===== config.mk =====
export PLATFORM = sky130hd
export DESIGN_NAME = maze_player
export DESIGN_NICKNAME = d
export VERILOG_FILES = /design/src/rtl/maze_pkg.sv /design/src/rtl/move_cooldown.sv /design/src/rtl/maze_player.sv
export SDC_FILE = /design/constraint.sdc
export NUM_CORES = 1
export LEC_CHECK = 0
export CAP_MARGIN = 10
export CORE_UTILIZATION = 49
export CTS_BUF_LIST = sky130_fd_sc_hd__clkbuf_8
export DETAILED_ROUTE_END_ITERATION = 16
export PLACE_DENSITY = 0.83
export SYNTH_ARGS = -nofsm -noshare
export SYNTH_HDL_FRONTEND = slang
export SYNTH_SLANG_ARGS = --single-unit

===== constraint.sdc =====
create_clock -name clk -period 8.9 [get_ports clk]
set_input_delay 0.89 -clock clk [delete_from_list [all_inputs] [get_ports clk]]
set_output_delay 0.89 -clock clk [all_outputs]
set_load 0.05 [all_outputs]

===== src/rtl/maze_pkg.sv =====
// rtl/maze_pkg.sv - shared maze constants, direction encoding and player state enumeration
//   GRID_W/GRID_H : default maze dimensions in cells
//   dir_t         : move direction code, also used by the maze carver
//   state_t       : player FSM states
//   cell_index    : (x,y) -> bit position in the 256-bit cell bitmap
package maze_pkg;

    localparam int GRID_W = 16;
    localparam int GRID_H = 16;

    typedef enum logic [1:0] {
        DIR_UP    = 2'd0,
        DIR_LEFT  = 2'd1,
        DIR_DOWN  = 2'd2,
        DIR_RIGHT = 2'd3
    } dir_t;

    typedef enum logic [1:0] {
        ST_IDLE = 2'd0,
        ST_PLAY = 2'd1,
        ST_WON  = 2'd2
    } state_t;

    // Bitmap row pitch is fixed at 16 cells regardless of GRID_W.
    function automatic logic [7:0] cell_index(input logic [3:0] x, input logic [3:0] y);
        return {y, x};
    endfunction

endpackage


===== src/rtl/move_cooldown.sv =====
// rtl/move_cooldown.sv - post-move cooldown counter
//   clk, rst  : clock, asynchronous active-high reset
//   load      : load count with load_val
//   load_val  : cooldown length in cycles
//   clear     : force count to zero (wins over load)
//   zero      : count is zero, a move may be evaluated
module move_cooldown #(
    parameter int WIDTH = 26
) (
    input  logic             clk,
    input  logic             rst,
    input  logic             load,
    input  logic [WIDTH-1:0] load_val,
    input  logic             clear,
    output logic             zero
);

    logic [WIDTH-1:0] count;

    always_ff @(posedge clk or posedge rst) begin
        if (rst) begin
            count <= '0;
        end else if (clear) begin
            count <= '0;
        end else if (load) begin
            count <= load_val;
        end else if (count != '0) begin
            count <= count - 1'b1;
        end
    end

    assign zero = (count == '0);

endmodule


===== src/rtl/maze_player.sv =====
// rtl/maze_player.sv - button-driven player walking a snapshot of the carved maze
//   clk, rst            : clock, asynchronous active-high reset
//   maze_valid          : carver done; rising edge loads a maze, falling edge aborts to IDLE
//   maze_data           : cell bitmap, bit x+16*y, 1 = open
//   goal_x, goal_y      : finish cell
//   btn_up/left/down/right : single-cycle move requests, priority up > left > down > right
//   move_gap            : cooldown cycles after each accepted move
//   player_x, player_y  : current cell
//   move_count          : accepted moves since load, saturating at 1023
//   playing, won        : state PLAY / state WON
//   bump                : one-cycle pulse after a request rejected by a wall or the grid edge
module maze_player #(
    parameter int GRID_W = maze_pkg::GRID_W,
    parameter int GRID_H = maze_pkg::GRID_H
) (
    input  logic         clk,
    input  logic         rst,
    input  logic         maze_valid,
    input  logic [255:0] maze_data,
    input  logic [3:0]   goal_x,
    input  logic [3:0]   goal_y,
    input  logic         btn_up,
    input  logic         btn_left,
    input  logic         btn_down,
    input  logic         btn_right,
    input  logic [25:0]  move_gap,
    output logic [3:0]   player_x,
    output logic [3:0]   player_y,
    output logic [9:0]   move_count,
    output logic         playing,
    output logic         won,
    output logic         bump
);

    import maze_pkg::*;

    localparam logic [4:0] W_LIM = 5'(GRID_W);
    localparam logic [4:0] H_LIM = 5'(GRID_H);

    state_t       state;
    logic         valid_q;
    logic [255:0] snap;
    logic [3:0]   goal_x_q;
    logic [3:0]   goal_y_q;

    logic         rise;
    logic         fall;
    logic         req_any;
    dir_t         dir;
    logic [4:0]   tx;
    logic [4:0]   ty;
    logic         in_range;
    logic         cell_open;
    logic         eval;
    logic         accept;
    logic         reject;
    logic         at_goal;
    logic         cd_zero;

    assign rise = maze_valid & ~valid_q;
    assign fall = ~maze_valid & valid_q;

    always_comb begin
        req_any = btn_up | btn_left | btn_down | btn_right;

        if (btn_up)        dir = DIR_UP;
        else if (btn_left) dir = DIR_LEFT;
        else if (btn_down) dir = DIR_DOWN;
        else               dir = DIR_RIGHT;

        // One extra bit so x-1 at x=0 becomes 31 and falls outside the grid.
        tx = {1'b0, player_x};
        ty = {1'b0, player_y};
        case (dir)
            DIR_UP:    ty = ty - 5'd1;
            DIR_LEFT:  tx = tx - 5'd1;
            DIR_DOWN:  ty = ty + 5'd1;
            DIR_RIGHT: tx = tx + 5'd1;
            default:   ;
        endcase

        in_range  = (tx < W_LIM) && (ty < H_LIM);
        cell_open = snap[cell_index(tx[3:0], ty[3:0])];
        at_goal   = (tx[3:0] == goal_x_q) && (ty[3:0] == goal_y_q);

        // Maze edges take precedence over buttons in the same cycle.
        eval   = (state == ST_PLAY) && cd_zero && req_any && !rise && !fall;
        accept = eval && in_range && cell_open;
        reject = eval && !(in_range && cell_open);
    end

    move_cooldown #(
        .WIDTH (26)
    ) u_cooldown (
        .clk      (clk),
        .rst      (rst),
        .load     (accept),
        .load_val (move_gap),
        .clear    (fall),
        .zero     (cd_zero)
    );

    always_ff @(posedge clk or posedge rst) begin
        if (rst) begin
            state      <= ST_IDLE;
            valid_q    <= 1'b1;
            snap       <= '0;
            goal_x_q   <= '0;
            goal_y_q   <= '0;
            player_x   <= '0;
            player_y   <= '0;
            move_count <= '0;
            playing    <= 1'b0;
            won        <= 1'b0;
            bump       <= 1'b0;
        end else begin
            valid_q <= maze_valid;
            bump    <= reject;

            if (fall) begin
                state    <= ST_IDLE;
                playing  <= 1'b0;
                won      <= 1'b0;
                player_x <= '0;
                player_y <= '0;
            end else if (rise) begin
                snap       <= maze_data;
                goal_x_q   <= goal_x;
                goal_y_q   <= goal_y;
                player_x   <= '0;
                player_y   <= '0;
                move_count <= '0;
                if (goal_x == 4'd0 && goal_y == 4'd0) begin
                    state   <= ST_WON;
                    playing <= 1'b0;
                    won     <= 1'b1;
                end else begin
                    state   <= ST_PLAY;
                    playing <= 1'b1;
                    won     <= 1'b0;
                end
            end else if (accept) begin
                player_x <= tx[3:0];
                player_y <= ty[3:0];
                if (move_count != 10'd1023) begin
                    move_count <= move_count + 10'd1;
                end
                if (at_goal) begin
                    state   <= ST_WON;
                    playing <= 1'b0;
                    won     <= 1'b1;
                end
            end
        end
    end

endmodule


# [After elaboration in Yosys (flattened, before gate mapping)]
# Index checks and enable logic that the tools add are counted.
[totals] register_bits=314 out_inout_bits=21
[op_classes] add_sub_neg=6 n_lt_le_gt_ge=3 n_eq_ne=7 muxes=34 n_bitwise=8 reduce_logical=27
[op_table] op="$mux W26" n=3
[op_table] op="$mux W10" n=3
[op_table] op="$logic_not A26 Y1" n=1
[op_table] op="$reduce_bool A26 Y1" n=1
[op_table] op="$sub A26 B1 Y26 const B" n=1
[op_table] op="$mux W4" n=6
[op_table] op="$pmux W5 S2" n=2
[op_table] op="$mux W2" n=7
[op_table] op="$mux W1" n=12
[op_table] op="$logic_and A1 B1 Y1" n=11
[op_table] op="$add A10 B1 Y10 const B" n=1
[op_table] op="$add A4 B1 Y5 const B" n=2
[op_table] op="$lt A5 B5 Y1 const B" n=2
[op_table] op="$ne A10 B10 Y1 const B" n=1
[op_table] op="$sub A4 B1 Y5 const B" n=2
[op_table] op="$lt A8 B9 Y1 const B" n=1
[op_table] op="$reduce_bool A3 Y1" n=3
[op_table] op="$bmux W1 S8" n=1
[op_table] op="$eq A4 B4 Y1" n=2
[op_table] op="$logic_not A4 Y1" n=2
[op_table] op="$eq A2 B1 Y1 const B" n=2
[op_table] op="$eq A2 B2 Y1 const B" n=2
[op_table] op="$reduce_and A2 Y1" n=2
[op_table] op="$reduce_bool A2 Y1" n=2
[op_table] op="6 further kinds" n=13

# [Logic depth before layout (Yosys ltp)]
[depth] ltp_word=12 ltp_mapped=20 depth_no_buf=14

# [Hierarchy]
# From an unflattened synthesis, not the netlist that was laid out.
[hier_totals] hier_cells=1498 area_unflattened_um2=16877.4
[modules_own_cells] mod="maze_player" instances=1 cells_each=1325 area_each_um2=15274.6
[modules_own_cells] mod="move_cooldown" instances=1 cells_each=173 area_each_um2=1602.8

# [Worst setup path before layout]
# No wires, ideal clock.
[synth_path] path_kind="input-to-reg" from="input btn_up" to="register player_x[2]" setup_time_ns=0.125 arrival_time_ns=4.877 t_required_ns=8.775 setup_slack_ns=3.897 path_stages=16 n_path_buf=3 path_cell_list="buf_2 > or3_1 > ha_1 > xor2_2 > nand3_2 > nand2_2 > mux2_2 > o2bb2a_1 > a31o_1 > or4_1 > or3_4 > and3b_1 > buf_6 > nand2b_4 > buf_6 > mux2_4"
[synth_between] elab_chain_len=9 elab_cells_between_ends=24
[synth_lines] item="from (decl)" line_no="maze_player.sv:22" source="input logic btn_up,"
[synth_lines] item="branches (longest 9 deep; another with $bmux W1 S8)"
[synth_lines] item="to (signal assigned)" line_no="maze_player.sv:143" source="player_x <= tx[3:0];"
[synth_lines] item="to (decl)" line_no="maze_player.sv:27" source="output logic [3:0] player_x,"
# Several ways; the timed one is not identified. The select of a mux whose other input is x is not followed.
# A chain may end at the register's enable or synchronous reset.

# [Final worst setup path]
# Same ends and word-level chain as after synthesis.

==> flow_metrics.env <==
export IMPL_ir_drop_v=0.000145
export IMPL_globalplace_congestion=0.936
export IMPL_fp_dieH_um=183
export IMPL_initialDrtViolationCount=1184
export IMPL_cpLargestDelayFamily="simple AND/OR/NAND/NOR gates"
export IMPL_num_fill_cells=2449
export IMPL_start_kind="input pin"
export IMPL_die_w_um=183
export IMPL_critPathBufInv=3
export IMPL_crit_type="in -> reg"
export IMPL_synth_edf_count=0
export IMPL_max_cap_violations=0
export IMPL_initial_utilization=0.496
export IMPL_vias=13548
export IMPL_synth_top_area_share=0.483
export IMPL_min_period_ps=6600
export IMPL_fin_crit_sh=0.742
export IMPL_antenna_found_initial=3
export IMPL_cp_max_fo=44
export IMPL_fin_tns_setup_ps=0
export IMPL_ys_flop_type="dfrtp_1"
export IMPL_grt_busiest_layer="met2"
export IMPL_yosys_warnings=0
export IMPL_critical_path_endpoint="player_x[2]"
export IMPL_die_area_mm2=0.0336
export IMPL_area_growth_pct=28.2
export IMPL_grtUsageMet1=0.380
export IMPL_grtUsageMet2=0.472
export IMPL_cts_tree="built"
export IMPL_path_depth=16
export IMPL_drtAntennaViolNets=0
export IMPL_nets=2024
export IMPL_syn_area_mm2=0.0161
export IMPL_cp_startpoint="btn_up"
export IMPL_tightest_slew_ps=1150
export IMPL_numPortBuffers=317
export IMPL_place_hpwl_um=35300
export IMPL_hold_buffers=0
export IMPL_grt_pass1_wl_um=77500
export IMPL_crit_path_end_kind="register"
export IMPL_clk_path_buf_depth=3
export IMPL_cts_clk_slew_worst_paths_ps=60
export IMPL_cts_root_buffer="clkbuf_8"
export IMPL_crit_required_ps=9370
export IMPL_worstPathArrival_ps=7070
export IMPL_r2r_cells=15
export IMPL_powerDensity_mw_per_mm2=238
export IMPL_design_core_area_mm2=0.0325
export IMPL_gr_usage_all_layers=0.299
export IMPL_synth_cell_types=82
export IMPL_drtPass1Iterations=8
export IMPL_synth_yosys_seq_area_share=0.485
export IMPL_cts_resized=0
export IMPL_grt_pass1_vias=13851
export IMPL_syn_inst=1422
export IMPL_numCtsBuffers=51
export IMPL_setup_violations=0
export IMPL_slew_headroom=0.232
export IMPL_rr_startpoint="player_x[1]"
export IMPL_synth_seq_cells=312
export IMPL_max_stage_delay_ps=920
export IMPL_avgSynthCellArea_um2=11.3
export IMPL_avgViaCountPerCell=6.16
export IMPL_slowest_stage="and2_1"
export IMPL_fmax_mhz=151
export IMPL_io_pins=318
export IMPL_drt_wl_total_um=49900
export IMPL_crit_chain="clkdlybuf4s50_1 > or3_1 > ha_1 > xor2_2 > buf_4 > nand3_4 > and2_1 > o22ai_1 > or3_1 > a311o_1 > o41a_1 > a31oi_1 > and3b_1 > buf_4 > nand2b_4 > mux2_4"
export IMPL_cts_htree_levels=2
export IMPL_cts_setup_buffers=0
export IMPL_synth_nets=1732
export IMPL_wire_per_inst_um=22.7
export IMPL_hold_viol_final=0
export IMPL_slew_violations=0
export IMPL_grt_max_degree=172
export IMPL_use_met3=0.0713
export IMPL_clock_latency_ps=590
export IMPL_synth_async_reset_ratio=1.00
export IMPL_min_path_type="reg -> reg"
export IMPL_clock_skew_ps=17.7
export IMPL_grt_ovfl_total=0
export IMPL_rows=66
export IMPL_r2r_slack_ps=3160
export IMPL_yosysTopAreaCell="dfrtp_1"
export IMPL_leakage_nw=8.42
export IMPL_outcome="completed"
export IMPL_ys_top_cells_by_area="dfrtp_1, mux2_2, o22ai_1, nand2_1, nor2_1"
export IMPL_r2r_end="player_x[2]"
export IMPL_post_route_drc_count=0
export IMPL_drive_above_1_share=0.227
export IMPL_rsz0062_at_grt="no"
export IMPL_final_util=0.636
export IMPL_cts_sinks=312
## worst min path at each step
stage / from / endpoint / slack [ps] / cells past startpoint
2_1_floorplan: snap[148] / snap[148] / 470 / 1
3_3_place_gp: snap[6] / snap[6] / 480 / 1
3_5_place_dp: snap[6] / snap[6] / 490 / 1
4_1_cts: snap[6] / snap[6] / 510 / 1
5_1_grt: snap[6] / snap[6] / 520 / 1
6_report: snap[6] / snap[6] / 510 / 1
## stage by stage
stage                     hold slack [ps]  power, mW  cell area, µm²  setup slack (ps)  cells
after global placement                484       3.54           19600              2000   2102
final                                 506       4.92           20700              2300   2198
after floorplan                       472       3.02           16100              3860   1422
after detailed placement              492       3.61           19600              1840   2102
after CTS                             505       4.90           20600              2420   2193
after global routing                  519       5.16           20600              2110   2196
## sequential cells by signal, indices dropped and copies added, names as in the netlist, 4 cells and up
signal	cells
u_cooldown.count	26
player_y	4
goal_y_q	4
goal_x_q	4
move_count	10
snap	256
player_x	4
## cell usage after synthesis, types with 23 or more instances
library cell,n
mux2_2,263
a21oi_1,48
nor3_1,23
nand3_1,32
inv_1,25
o221ai_1,25
dfrtp_1,311
nand2_1,94
a22oi_1,26
o21ai_0,49
clkbuf_1,56
o22ai_1,61
mux2i_1,24
nor2_1,79
## kinds of logic (layout without fill, tap and decap cells)
kind of cell | after synthesis | count (layout) | share of synthesized area
xor+xnor | 36 | 36 | 0.0200
fa+ha+maj | 13 | 13 | 0.0110
compound gates | 322 | 322 | 0.138
flops | 312 | 312 | 0.485
other cells | 0 | 4 | 0
mux | 301 | 301 | 0.217
buf+inv | 124 | 454 | 0.0339
simple gates | 314 | 314 | 0.0957
## layout make-up
class	instances	area, µm²	share of cell area
antenna	4	10.0	0.000485
clock buffer	67	922	0.0447
clock inverter	24	135	0.00654
inverter	27	105	0.00509
multi-input combinational	986	7780	0.377
sequential	312	7810	0.378
tap	442	553	0.0268
timing repair buffer	336	3340	0.162
## power breakdown
group / switching, mW / leakage (nW) / total, mW / internal (mW)
combinational: 0.991 / 4.07 / 1.78 / 0.784
sequential: 0.199 / 3.74 / 1.86 / 1.66
clock: 0.586 / 0.605 / 1.29 / 0.702
total: 1.78 / 8.42 / 4.92 / 3.14
## routing by layer
layer | up-vias | routed length (µm)
met1 | 6723 | 19400
met3 | 171 | 4610
met4 | 0 | 2540
li1 | 5895 | -
met2 | 759 | 23300
met5 | - | 0
## layout by cell type (no fill, tap or decap), drive strengths merged, types with 12 or more instances in the layout
master / n
inv: 41
mux2i: 24
mux2: 266
a22oi: 26
buf: 18
dfrtp: 311
nor3: 23
clkbuf: 68
xor2: 16
xnor2: 20
nor2: 79
clkdlybuf4s50: 317
nand3: 35
nor2b: 12
a21oi: 48
o22ai: 63
o221ai: 25
nand2: 96
o21ai: 52
No activity file was read; power rests on OpenSTA's default activity.
